<file path="src/rtl/fetch_pkg.sv">
// Shared types and helpers for the instruction-fetch front end.
package fetch_pkg;
  localparam logic [31:0] RESET_PC_DEFAULT = 32'h0000_0000;
  localparam int INSTR_W = 32;

  typedef struct packed {
    logic [INSTR_W-1:0] instr;
    logic [31:0]        pc;
  } fq_entry_t;

  function automatic logic [31:0] pc_inc(input logic [31:0] pc);
    return pc + 32'd4;
  endfunction
endpackage

</file>
<file path="src/rtl/fetch_queue.sv">
// Small synchronous FIFO of fetched instructions; flush beats push/pop.
module fetch_queue
  import fetch_pkg::*;
#(
  parameter int QDEPTH = 4
) (
  input  logic                     clk,
  input  logic                     reset,
  input  logic                     flush,
  input  logic                     push,
  input  logic                     pop,
  input  fq_entry_t                push_data,
  output logic [$clog2(QDEPTH):0]  count,
  output fq_entry_t                head
);
  localparam int AW = $clog2(QDEPTH);
  localparam int CW = AW + 1;

  fq_entry_t      mem [QDEPTH];
  logic [AW-1:0]  wr_ptr, rd_ptr;
  logic           do_pop;

  assign do_pop = pop & (count != '0);
  // Empty queue presents zeros so the if_* bus never shows stale data.
  assign head   = (count != '0) ? mem[rd_ptr] : '0;

  always_ff @(posedge clk) begin
    if (reset | flush) begin
      wr_ptr <= '0;
      rd_ptr <= '0;
      count  <= '0;
    end else begin
      if (push)   wr_ptr <= wr_ptr + AW'(1);
      if (do_pop) rd_ptr <= rd_ptr + AW'(1);
      count <= count + CW'(push) - CW'(do_pop);
    end
  end

  always_ff @(posedge clk) begin
    if (push & ~flush & ~reset) mem[wr_ptr] <= push_data;
  end

  // Slots are reserved at issue time, so a push can never meet a full queue.
  always_ff @(posedge clk) begin
    if (!reset && !flush) assert (!(push && count == CW'(QDEPTH)));
  end
endmodule

</file>
<file path="src/rtl/fetch_unit.sv">
// Fetch front end: owns the fetch PC, issues in-order imem reads with
// queue-slot credits, and drops in-flight responses after a redirect.
module fetch_unit
  import fetch_pkg::*;
#(
  parameter int          QDEPTH          = 4,
  parameter int          MAX_OUTSTANDING = 2,
  parameter logic [31:0] RESET_PC        = RESET_PC_DEFAULT
) (
  input  logic        clk,
  input  logic        reset,
  input  logic        redirect_valid,
  input  logic [31:0] redirect_pc,
  input  logic        dmem_busy,
  output logic        imem_req_valid,
  input  logic        imem_req_ready,
  output logic [31:0] imem_req_addr,
  input  logic        imem_rsp_valid,
  input  logic [31:0] imem_rsp_data,
  output logic        if_valid,
  input  logic        if_ready,
  output logic [31:0] if_instr,
  output logic [31:0] if_pc,
  output logic [31:0] if_pc_plus_4
);
  localparam int CW = $clog2(QDEPTH) + 1;
  localparam int OW = $clog2(MAX_OUTSTANDING + 1);

  logic [31:0]   fetch_pc, shadow_pc, target_pc, credit_used;
  logic [OW-1:0] outstanding, drop_cnt;
  logic [CW-1:0] q_count;
  fq_entry_t     q_head, q_in;
  logic          accept, rsp_ok, push, pop;
  logic          unused_redirect_lsbs;

  assign unused_redirect_lsbs = ^redirect_pc[1:0];
  assign target_pc = {redirect_pc[31:2], 2'b00};

  // Words already queued plus live (not-to-be-dropped) requests in flight.
  assign credit_used = 32'(q_count) + 32'(outstanding) - 32'(drop_cnt);

  assign imem_req_valid = ~reset & ~redirect_valid & ~dmem_busy
                        & (32'(outstanding) < 32'(MAX_OUTSTANDING))
                        & (credit_used < 32'(QDEPTH));
  assign imem_req_addr  = fetch_pc;
  assign accept         = imem_req_valid & imem_req_ready;

  assign rsp_ok = imem_rsp_valid & (outstanding != '0);
  assign push   = rsp_ok & (drop_cnt == '0) & ~redirect_valid;
  assign q_in   = '{instr: imem_rsp_data, pc: shadow_pc};

  assign if_valid     = ~reset & (q_count != '0);
  assign pop          = if_valid & if_ready;
  assign if_instr     = q_head.instr;
  assign if_pc        = q_head.pc;
  assign if_pc_plus_4 = (q_count != '0) ? pc_inc(q_head.pc) : 32'd0;

  fetch_queue #(.QDEPTH(QDEPTH)) u_queue (
    .clk       (clk),
    .reset     (reset),
    .flush     (redirect_valid),
    .push      (push),
    .pop       (pop),
    .push_data (q_in),
    .count     (q_count),
    .head      (q_head)
  );

  always_ff @(posedge clk) begin
    if (reset) begin
      fetch_pc    <= {RESET_PC[31:2], 2'b00};
      shadow_pc   <= {RESET_PC[31:2], 2'b00};
      outstanding <= '0;
      drop_cnt    <= '0;
    end else begin
      outstanding <= outstanding + OW'(accept) - OW'(rsp_ok);
      if (redirect_valid) begin
        fetch_pc  <= target_pc;
        shadow_pc <= target_pc;
        // Everything still in flight after this cycle belongs to the old path.
        drop_cnt  <= outstanding - OW'(rsp_ok);
      end else begin
        if (accept) fetch_pc  <= pc_inc(fetch_pc);
        if (push)   shadow_pc <= pc_inc(shadow_pc);
        if (rsp_ok && drop_cnt != '0) drop_cnt <= drop_cnt - OW'(1);
      end
    end
  end

  always_ff @(posedge clk) begin
    if (!reset) assert (!(imem_rsp_valid && outstanding == '0));
  end
endmodule

</file>
<file path="config.mk">
export PLATFORM = sky130hd
export DESIGN_NAME = fetch_unit
export DESIGN_NICKNAME = d
export VERILOG_FILES = /design/src/rtl/fetch_pkg.sv /design/src/rtl/fetch_queue.sv /design/src/rtl/fetch_unit.sv
export SDC_FILE = /design/constraint.sdc
export NUM_CORES = 1
export LEC_CHECK = 0
export ABC_AREA = 1
export CAP_MARGIN = 25
export CORE_MARGIN = 3
export CORE_UTILIZATION = 58
export CTS_BUF_LIST = sky130_fd_sc_hd__clkbuf_4 sky130_fd_sc_hd__clkbuf_8
export DETAILED_ROUTE_END_ITERATION = 10
export PLACE_DENSITY_LB_ADDON = 0.1
export SLEW_MARGIN = 10
export SYNTH_ARGS = -nofsm -noshare
export SYNTH_HDL_FRONTEND = slang
export SYNTH_SLANG_ARGS = --single-unit
</file>
<file path="constraint.sdc">
create_clock -name clk -period 6.5 [get_ports clk]
set_input_delay 0.975 -clock clk [delete_from_list [all_inputs] [get_ports clk]]
set_output_delay 0.975 -clock clk [all_outputs]
set_load 0.01 [all_outputs]
</file>
# Word-level counts from Yosys, hierarchy flattened
# Memories as Yosys holds them, arrays and structs flattened. A register that Yosys moved wholly into a read port is not among the register bits.
# Cells that the tools add are included.
# op_classes
addsub,13
multipliers,0
div_mod_pow,0
n_lt_le_gt_ge,2
n_eq_ne,0
shifts,0
muxes,12
bitwise_logic,17
reduce_logical,9
# op_table
cell,count
$mux W32,5
$add A32 B3 Y32 const B,3
$mux W64,1
$lt A32 B3 Y1 const B,1
$and A1 B1 Y1,13
$reduce_bool A2 Y1,5
$mux W2,4
$sub A4 B2 Y5,1
$add A2 B1 Y2 const B,2
$add A3 B2 Y4,1
$sub A2 B1 Y2,2
$add A3 B1 Y3,1
$not A1 Y1,3
$reduce_bool A3 Y1,1
$sub A3 B1 Y3,1
$add A2 B1 Y2,1
$logic_not A2 Y1,1
$lt A2 B2 Y1 const B,1
$mux W1,2
$reduce_or A2 Y1,1
$sub A2 B1 Y2 const B,1
$logic_and A1 B1 Y1,1
$or A1 B1 Y1,1
# totals
regBits,75
latch_bits,0
ramBits,256
mem_bits_ro,0
inputBits,71
output_inout_bits,130
wordCells,63
n_memories,1
# mem_list
name,depth,word_bits,rd,rd_ports_with_merged_regs,wr,line_no,text
u_queue.mem,4,64,1,1,1,fetch_queue.sv:19,fq_entry_t mem [QDEPTH];

# Logic depth before layout (Yosys ltp)
# Gate-level depths: netlist of the first run.
# depth
depth_word,8
depth_mapped,16

# Modules after synthesis
# From an unflattened synthesis of the first run, not the netlist that was laid out.
# unflattened
hier_cells,2000
area_unflattened_um2,16819.9
# by_module_without_submodules
module,instances,cells_each,area_per_inst_um2
fetch_queue,1,1075,11295.8
fetch_unit,1,925,5524.0

# Worst setup path before layout of the first run
# OpenSTA, ideal clock, no wires.
# synth_path
path_kind,input -> register
from,in reset
to,"mem u_queue.mem[0][10] (netlist name), enable pin"
arrival_time_ns,4.525
t_required_ns,6.018
slack_ns,1.492
cell_stages,7
path_buffers,2
path_cell_list,buf_2 > nor2_1 > buf_2 > inv_1 > nor2_2 > inv_1 > nor2_1
# synth_via
elab_chain_cells,4
# synth_lines
item,line_no,text
"start, declared",fetch_unit.sv:11,"input logic reset,"
$not A1 Y1,fetch_queue.sv:40,if (push & ~flush & ~reset) mem[wr_ptr] <= push_data;
$and A1 B1 Y1,fetch_queue.sv:40,
$mux W1,fetch_queue.sv:40,
$mux W1 (not written as such),fetch_queue.sv:40,
"end, declared",fetch_queue.sv:19,
# Every way passes these cells.

# Final worst setup path of the first run
# layout_path
from,reg u_queue.count[1]
to,out if_pc_plus_4[20]
# layout_via
elab_chain_cells,4
# layout_lines
item,line_no,text
"start, declared",fetch_queue.sv:13,"output logic [$clog2(QDEPTH):0] count,"
"start signal, assigned",fetch_queue.sv:35,count <= count + CW'(push) - CW'(do_pop);
$reduce_bool A3 Y1 (*),"fetch_queue.sv:25, fetch_unit.sv:56",
$mux W64,fetch_queue.sv:25,assign head = (count != '0) ? mem[rd_ptr] : '0;
$add A32 B3 Y32,fetch_pkg.sv:12,return pc + 32'd4;
$mux W32 (*),fetch_unit.sv:56,assign if_pc_plus_4 = (q_count != '0) ? pc_inc(q_head.pc) : 32'd0;
"end, declared",fetch_unit.sv:24,output logic [31:0] if_pc_plus_4
# Every way passes the cells marked *; elsewhere a longest branch is shown, timed or not.

==> qor.txt, run 1 <==
Worst Skew: 21.0 ps
Cell Area, Placed: 17800 um^2
top cells by area, synth: edfxtp_1 (47%), nand2_1 (11%), dfxtp_1 (9.3%), nor2_1 (6.1%), nand3_1 (4.4%)
R2R Path End: u_queue.count[2]$_SDFF_PP0_
Die X: 171 um
total grt overflow: 0
final hold vios: 0
Post-Syn Area per Cell: 8.71 um^2
layout cells sized above 1: 6.68%
clock buffer depth: 3
worst min path class: reg -> reg
FF-to-FF Start: u_queue.count[2]$_SDFF_PP0_
Clock Tree Root: clkbuf_8
Leak Pwr: 7.35 nW
CTS tree: yes
vias per cell: 5.50
Clock Sinks: 321
DR iter-0 viols: 1185
placer congestion estimate: 0.934
CP dominant cell by count: inv_1
Syn Std Cell Area: 15700 um^2
Power per Cell Area: 236 nW/um^2
Fin Setup TNS: 0 ps
Synth top area share: 47.4%
nets@finish: 2086
DRC: 0
Core Util, Final: 71.5%
M1 WL: 16900 um
post-CTS sizing: 0
Die Y: 171 um
Post-synth top cells: nand2_1 (463), nor2_1 (256), edfxtp_1 (248), inv_1 (164), nand3_1 (139)
fin area: 18900 um^2
max-cap viol count: 0
Top FF cell, synth: edfxtp_1
post-layout min period: 5180 ps
critical path cell sequence: inv_1 -> nand3_2 -> inv_2 -> nor2_2 -> ha_1 -> inv_1 -> nor2_1 -> nand3_1 -> nor2_1 -> nand2_1 -> nand2_1 -> nand3_1 -> inv_1 -> clkdlybuf4s50_1
DP HPWL: 26400 um
ANT cells: 0
top sig layer: met4
total number of yosys warnings: 0
Slew headroom: 36.5%
DR WL met3: 3190 um
cts bufs inserted: 51
crit end category: output pin
DR vias: 13000
cells after synthesis: 1803
io pins: 201
count leader, synth: nand2_1
Hold Buf Count CTS: 0
hold path depth: 1
Register Area: 8910 um^2
Finish-stage setup viols: 0
FP Rows: 59
f_max: 0.193 GHz
Critical-path top delay cell: clkdlybuf4s50_1
Antenna Nets Post-Route: 0
post-synthesis cell type count: 40
Post-CTS Setup Repair Bufs: 0
area of the multi-input gates: 5770 um^2
slew of the pin with the lowest slew margin: 950 ps
later-pin clock latency in the skew report: 570 ps
core area: 26400 um^2
sequential fraction of the synthesis area: 56.7%
RSZ-0062 raised after global routing: no
setup slack, reg-to-reg: 2970 ps
Critical Path Source Type: flip-flop
R2R cell count: 14
first-pass GRT wire length: 62000 um
post-synth top area cell: edfxtp_1
die area: 29100 um^2
number of synthesized flops with an enable pin: 248
H-tree levels: 2
Peak VDD IR: 157 uV
initial antenna violation count: 0
Final Max Tran Viols: 0
final wirelength: 39500 um
number of synthesized register bits: 321
metal2 WL: 18500 um
CP Class: reg -> out
Area Growth Syn to Fin: 20.1%
status: complete, no violations
DR WL/cell: 16.6 um
HP Start: u_queue.rd_ptr[1]$_SDFFE_PP0P_
Initial Utilization: 59.6%
CP required: 5520 ps
peak per-stage delay on the critical path: 550 ps
crit path DAT: 4210 ps
Tcrit/Tclk final: 79.8%
Async SR Flop Fraction: 0%
total track usage: 26.7%
DRT Pass-1 Iters: 6
largest net degree at the start of global routing: 78
CP Max Fanout: 32
clock slew at reported path FFs: 60 ps
I/O Buffers: 192
fill cell count: 2031
number of global-route vias before repair: 12100
-- flip-flops by register name (all words and copies together) (netlist names), named ones only --
signal	cells
imem_req_addr	30
drop_cnt	2
u_queue.mem	248
shadow_pc	30
u_queue.count	3
outstanding	2
u_queue.wr_ptr	2
u_queue.rd_ptr	2
-- through the flow --
stage	hold WS (ps)	power [mW]	std cells	setup WS, ps
floorplan	457	2.58	1808	1490
CTS	497	4.46	2372	1230
finish	492	4.44	2372	1320
global placement	474	2.77	2278	1940
detailed placement	482	2.78	2278	1880
global route	534	4.62	2372	940
-- cells by family (layout without fill, tap and decap cells) --
kind of cell / Yosys count / count (layout) / share of synthesized area, %
buffers and inverters: 249 / 478 / 6.84
XOR/XNOR: 36 / 36 / 2.01
AO/OA/AOI/OAI: 237 / 237 / 7.89
other: 1 / 6 / 0.0239
AND/OR/NAND/NOR: 940 / 940 / 24.9
adder cells (fa/ha/maj): 19 / 19 / 1.61
flip-flops: 321 / 321 / 56.7
-- worst max-delay path, delay by kind of cell, from the launching register on --
kind	cells	cell delay, ps
buffers and inverters	5	1310
and+or+nand+nor	8	1680
DFF	1	400
adders and majority gates	1	250
-- worst max path at each step --
| stage | startpoint | endpoint | slack, ps | depth (start not counted) |
|---|---|---|---|---|
| 2_1_floorplan | reset | u_queue.mem[0][10]$_DFFE_PP_ | 1490 | 7 |
| 3_3_place_gp | u_queue.count[1]$_SDFF_PP0_ | if_pc_plus_4[20] | 1940 | 14 |
| 3_5_place_dp | u_queue.count[1]$_SDFF_PP0_ | if_pc_plus_4[20] | 1880 | 14 |
| 4_1_cts | u_queue.count[1]$_SDFF_PP0_ | if_pc_plus_4[20] | 1230 | 14 |
| 5_1_grt | u_queue.count[1]$_SDFF_PP0_ | if_pc_plus_4[20] | 940 | 14 |
| 6_report | u_queue.count[1]$_SDFF_PP0_ | if_pc_plus_4[20] | 1320 | 14 |
-- power breakdown --
| group | switching [mW] | internal [mW] |
|---|---|---|
| registers | 0.0626 | 2.26 |
| logic | 0.245 | 0.177 |
| clock network | 0.774 | 0.920 |
| total | 1.08 | 3.36 |
-- routing by layer --
layer,up-vias,global-route usage (%)
li1,6366,-
met1,5994,37.5
met2,607,43.5
met3,76,4.09
met4,0,8.22
met5,-,0
-- placed cells by master (no fill, tap or decap), types with 16 or more instances in the layout --
cell type        netlist  layout
ha_1                  17      17
edfxtp_1             248     248
nor2_2                19      19
dfxtp_1               73      71
o21ai_0              136     136
inv_1                164     164
clkbuf_8               0      55
clkdlybuf4s50_1        0     192
nand2_1              463     463
nand3_1              139     139
clkinv_1               2      20
xor2_1                30      30
nor3_1                23      23
nand4_1               26      26
a21oi_1               75      75
nor2_1               256     252
buf_4                 17      16
-- layout make-up --
class | count | area share [%]
clock buffer | 65 | 4.41
clock inverter | 29 | 0.976
inverter | 174 | 3.46
multi-input combinational | 1238 | 30.6
sequential | 321 | 47.3
tap | 335 | 2.22
timing repair buffer | 210 | 11.0
Note: power is estimated with default switching activity, not from simulation.
==> inputs of run 2 (changes only) <==
Settings changed: CORE_UTILIZATION 58 to 52.
Clock period 6.5 ns to 4.66 ns, I/O delays scaled along.
==> run 2 against run 1 <==
  * Sequential power up 40%
  * Global-route usage shrank 2.6 points
  * Cell area rose by 1.1%
  * Critical path depth up 1
  * Hold slack better by 3.2 ps
  * Core utilization down 6.3 points
  * Clock-buffer cell count grew 5
  * Largest power group unchanged
==> qor.txt, run 2 (synthesized netlist as in run 1, its figures left out) <==
DRT Pass-1 Iters: 7
status: complete, no violations
register with the highest flop count: u_queue.mem
largest net degree at the start of global routing: 129
CP dominant cell by count: nand2_1
Cell Area, Placed: 18000 um^2
Antenna Nets Post-Route: 0
critical path cell sequence: inv_4 -> nand2_1 -> nand3_1 -> nand2_1 -> nor2_2 -> ha_1 -> inv_1 -> nor2_1 -> nand3_1 -> nor2_1 -> nand2_1 -> nand2_1 -> nand3_1 -> inv_1 -> clkdlybuf4s50_1
Die X: 180 um
CP top delay family: simple AND/OR/NAND/NOR gates
Die Y: 180 um
most frequent cells in the layout: nand2_1 (463), nor2_1 (252), edfxtp_1 (248), clkdlybuf4s50_1 (192), inv_1 (164)
Critical-path top delay cell: clkdlybuf4s50_1
total grt overflow: 0
CP Max Fanout: 40
crit end category: output pin
final hold vios: 0
RSZ-0062 raised after global routing: no
clock slew at reported path FFs: 70 ps
met1 Use GR: 34.0%
FP Rows: 62
Leak Pwr: 7.43 nW
nets@finish: 2092
slew of the pin with the lowest slew margin: 728 ps
cts bufs inserted: 51
worst min path class: reg -> reg
peak per-stage delay on the critical path: 520 ps
post-CTS sizing: 0
io pins: 201
CP required: 3960 ps
GRT met3 Usage: 4.41%
later-pin clock latency in the skew report: 570 ps
first-pass GRT wire length: 64200 um
Area Growth Syn to Fin: 21.4%
CTS tree: yes
f_max: 0.239 GHz
fin area: 19100 um^2
placer congestion estimate: 0.926
total track usage: 24.2%
clock buffer depth: 3
most used routing layer in global routing: met2
core area: 29200 um^2
crit path DAT: 3490 ps
commonest non-fill, non-tap cell in the layout: nand2_1
H-tree levels: 2
Clock Tree Root: clkbuf_8
layout cells sized above 1: 7.49%
sw frac: 24.2%
Finish-stage setup viols: 0
DR WL/cell: 16.6 um
Fin Setup TNS: 0 ps
number of global-route vias before repair: 12500
Clock Sinks: 321
grt met2 use: 38.8%
max-cap viol count: 0
Final WS setup: 472 ps
DRC: 0
switching power: 1.52 mW
Power per Cell Area: 328 nW/um^2
Clock power frac: 38.8%
die area: 32300 um^2
Comb pwr share: 9.5%
Initial Utilization: 53.7%
ANT cells: 0
Flop pwr share: 51.8%
Peak VDD IR: 239 uV
Post-CTS Setup Repair Bufs: 0
final wirelength: 40200 um
DR iter-0 viols: 995
Critical Path Source Type: flip-flop
Hold Slack: 495 ps
Worst Skew: 27.3 ps
Tcrit/Tclk final: 89.9%
post-layout min period: 4190 ps
initial antenna violation count: 0
DR vias: 13000
Buf/Inv on CP: 4
I/O Buffers: 192
Final Max Tran Viols: 0
CP Class: reg -> out
vias per cell: 5.34
max reg flops: 248
Slew headroom: 51.4%
DP HPWL: 27200 um
Core Util, Final: 65.2%
dpl ws: 910 ps
Int Pwr: 4.74 mW
Hold Buf Count CTS: 0
fill cell count: 2353
[run 2: cell count changes in the layout (fill, tap and decap cells not counted), sizes merged]
cell | before | now
clkinvlp | 2 | 1
inv | 173 | 174
clkinv | 26 | 21
buf | 18 | 23
clkbuf | 65 | 71
[run 2: final timing paths]
check,from,to,slack (ps),cells past startpoint
worst max-delay path,flip-flop,if_pc_plus_4[20],470,15
worst min-delay path,u_queue.rd_ptr[1]$_SDFFE_PP0P_,u_queue.rd_ptr[1]$_SDFFE_PP0P_,500,1
worst max register to register,outstanding[1]$_SDFF_PP0_,imem_req_addr[18]$_SDFFE_PP0P_,1290,15
worst min register to register,u_queue.rd_ptr[1]$_SDFFE_PP0P_,u_queue.rd_ptr[1]$_SDFFE_PP0P_,500,1
[run 2: area by class of cell]
| class | instances | area (um^2) | area share [%] |
|---|---|---|---|
| well taps | 384 | 480 | 2.52 |
| multi-input cells | 1238 | 5770 | 30.3 |
| repair buffers | 216 | 2200 | 11.5 |
| flip-flops and latches | 321 | 8910 | 46.7 |
| clock buffers | 70 | 876 | 4.59 |
| clock inverters | 24 | 171 | 0.899 |
| inverters | 174 | 656 | 3.44 |
[run 2: stage by stage]
stage / cells / power [mW]
after detailed placement: 2332 / 3.89
after global placement: 2332 / 3.87
after floorplan: 1808 / 3.60
after global routing: 2427 / 6.52
after CTS: 2426 / 6.30
final: 2427 / 6.26
[run 2: power groups by stage]
stage / sequential (mW) / combinational, mW / clock, mW
after detailed placement: 3.30 / 0.590 / 0
after CTS: 3.24 / 0.593 / 2.47
after global routing: 3.25 / 0.666 / 2.61
final: 3.24 / 0.592 / 2.43
after global placement: 3.30 / 0.575 / 0
after floorplan: 3.28 / 0.320 / 0
[run 2: worst reg2reg max path, delay by kind of cell (launching register included)]
kind | cells | cell delay, ps
AO/OA/AOI/OAI | 1 | 100
adder cells (fa/ha/maj) | 2 | 810
buffers and inverters | 5 | 800
flip-flops | 1 | 440
AND/OR/NAND/NOR | 7 | 1110
[run 2: layer usage]
layer  routed length, um  share of wire, %
met1               17800                44
met2               18500                46
met3                3180               7.9
met4                 733               1.8
met5                   0                 0
==> inputs of run 3 (changes only) <==
Settings changed: GPL_ROUTABILITY_DRIVEN set to 0.
==> run 3 against run 2 <==
  * Clock skew down 3.7 ps
  * Hold slack gained 3.1 ps
  * Final cell count is essentially flat
  * Setup slack lost 140 ps
  * Critical path type unchanged
  * Critical endpoint unchanged
  * Largest power group unchanged
==> qor.txt, run 3 (synthesized netlist as in run 1, its figures left out) <==
Critical Path Source Type: flip-flop
crit path DAT: 3620 ps
Area Growth Syn to Fin: 21.4%
register with the highest flop count: u_queue.mem
CTS tree: yes
fill cell count: 2411
DRT Pass-1 Iters: 5
CP required: 3960 ps
H-tree levels: 2
initial antenna violation count: 0
cts bufs inserted: 52
DR WL met3: 2870 um
ANT cells: 0
slew of the pin with the lowest slew margin: 795 ps
Final Max Tran Viols: 0
CP Class: reg -> out
total power: 6.35 mW
DRC: 0
Int Pwr: 4.84 mW
DP HPWL: 27100 um
RSZ-0062 raised after global routing: no
clock buffer depth: 3
io pins: 201
Comb pwr share: 9.4%
vias per cell: 5.38
final wirelength: 40100 um
worst min path class: reg -> reg
Clock Tree Root: clkbuf_8
nets@finish: 2094
fin area: 19100 um^2
switching power: 1.51 mW
Die Y: 180 um
Post-CTS Setup Repair Bufs: 0
CP Max Fanout: 22
first-pass GRT wire length: 63300 um
FP Rows: 62
Finish-stage setup viols: 0
Cell Area, Placed: 18000 um^2
number of global-route vias before repair: 12200
DR vias: 13100
Power per Cell Area: 333 nW/um^2
max reg flops: 248
post-layout min period: 4320 ps
f_max: 0.231 GHz
Clock Sinks: 321
total grt overflow: 0
I/O Buffers: 192
Slew headroom: 46.8%
later-pin clock latency in the skew report: 560 ps
Flop pwr share: 51.1%
status: complete, no violations
sw frac: 23.8%
layout cells sized above 1: 7.29%
Worst Skew: 23.7 ps
total track usage: 23.8%
top sig layer: met4
Core Util, Final: 65.2%
Clock power frac: 39.5%
post-CTS sizing: 0
max-cap viol count: 0
metal2 WL: 18300 um
most frequent cells in the layout: nand2_1 (463), nor2_1 (252), edfxtp_1 (248), clkdlybuf4s50_1 (192), inv_1 (164)
M1 WL: 18000 um
crit end category: output pin
Tcrit/Tclk final: 92.8%
die area: 32300 um^2
Antenna Nets Post-Route: 0
clock slew at reported path FFs: 60 ps
final hold vios: 0
commonest non-fill, non-tap cell in the layout: nand2_1
largest net degree at the start of global routing: 52
DR WL/cell: 16.5 um
DR iter-0 viols: 1029
Peak VDD IR: 199 uV
Leak Pwr: 7.43 nW
core area: 29200 um^2
Die X: 180 um
Initial Utilization: 53.7%
Hold Buf Count CTS: 0
==> run 3: changes by cell type in the layout (fill, tap and decap cells not counted), sizes merged <==
cell | previous run | this run
buf | 23 | 25
clkinv | 21 | 23
clkinvlp | 1 | 2
inv | 174 | 173
clkbuf | 71 | 65
bufinv | 2 | 5
==> run 3: power by group through the flow <==
stage / clock network (mW) / registers, mW / logic [mW]
finish: 2.51 / 3.24 / 0.596
floorplan: 0 / 3.28 / 0.320
global route: 2.68 / 3.25 / 0.661
CTS: 2.55 / 3.24 / 0.597
detailed placement: 0 / 3.30 / 0.588
global placement: 0 / 3.30 / 0.573
==> run 3: final cells by class <==
type,instances,area [um^2],area share (%)
multi-input cells,1238,5770,30.3
repair buffers,217,2170,11.4
clock inverters,29,264,1.38
inverters,174,656,3.44
clock buffers,65,813,4.27
well taps,384,480,2.52
flip-flops and latches,321,8910,46.7
==> run 3: through the flow <==
stage	setup TNS (ps)	hold slack (ps)	worst slack [ps]	instances
after global placement	0	472	906	2334
after CTS	0	498	245	2428
after global routing	0	522	34.9	2428
after floorplan	-17800	457	-71.8	1808
final	0	498	336	2428
after detailed placement	0	484	860	2334
==> run 3: routing by layer <==
metal / vias up / global-route usage (%)
met2: 541 / 37.8
met1: 6061 / 33.8
met4: 0 / 6.99
met3: 72 / 4.20
met5: - / 0
li1: 6387 / -
==> run 3: worst paths after layout <==
path                             startpoint  slack [ps]  cells past startpoint                             end
max                               flip-flop         340                     13                if_pc_plus_4[20]
min          u_queue.rd_ptr[1]$_SDFFE_PP0P_         500                      1                       flip-flop
max reg2reg       outstanding[1]$_SDFF_PP0_        1290                     15  imem_req_addr[18]$_SDFFE_PP0P_
min reg2reg  u_queue.rd_ptr[1]$_SDFFE_PP0P_         500                      1                       flip-flop
==> run 3: worst max-delay path: stages, from the launching register on <==
cell and delay, ps:
dfxtp_2 560, buf_4 370, nand3_1 150, a21oi_1 290
ha_1 260, inv_1 50, nor2_1 140, nand3_1 210
nor2_1 230, nand2_1 70, nand2_1 60, nand3_1 60
inv_1 70, clkdlybuf4s50_1 530
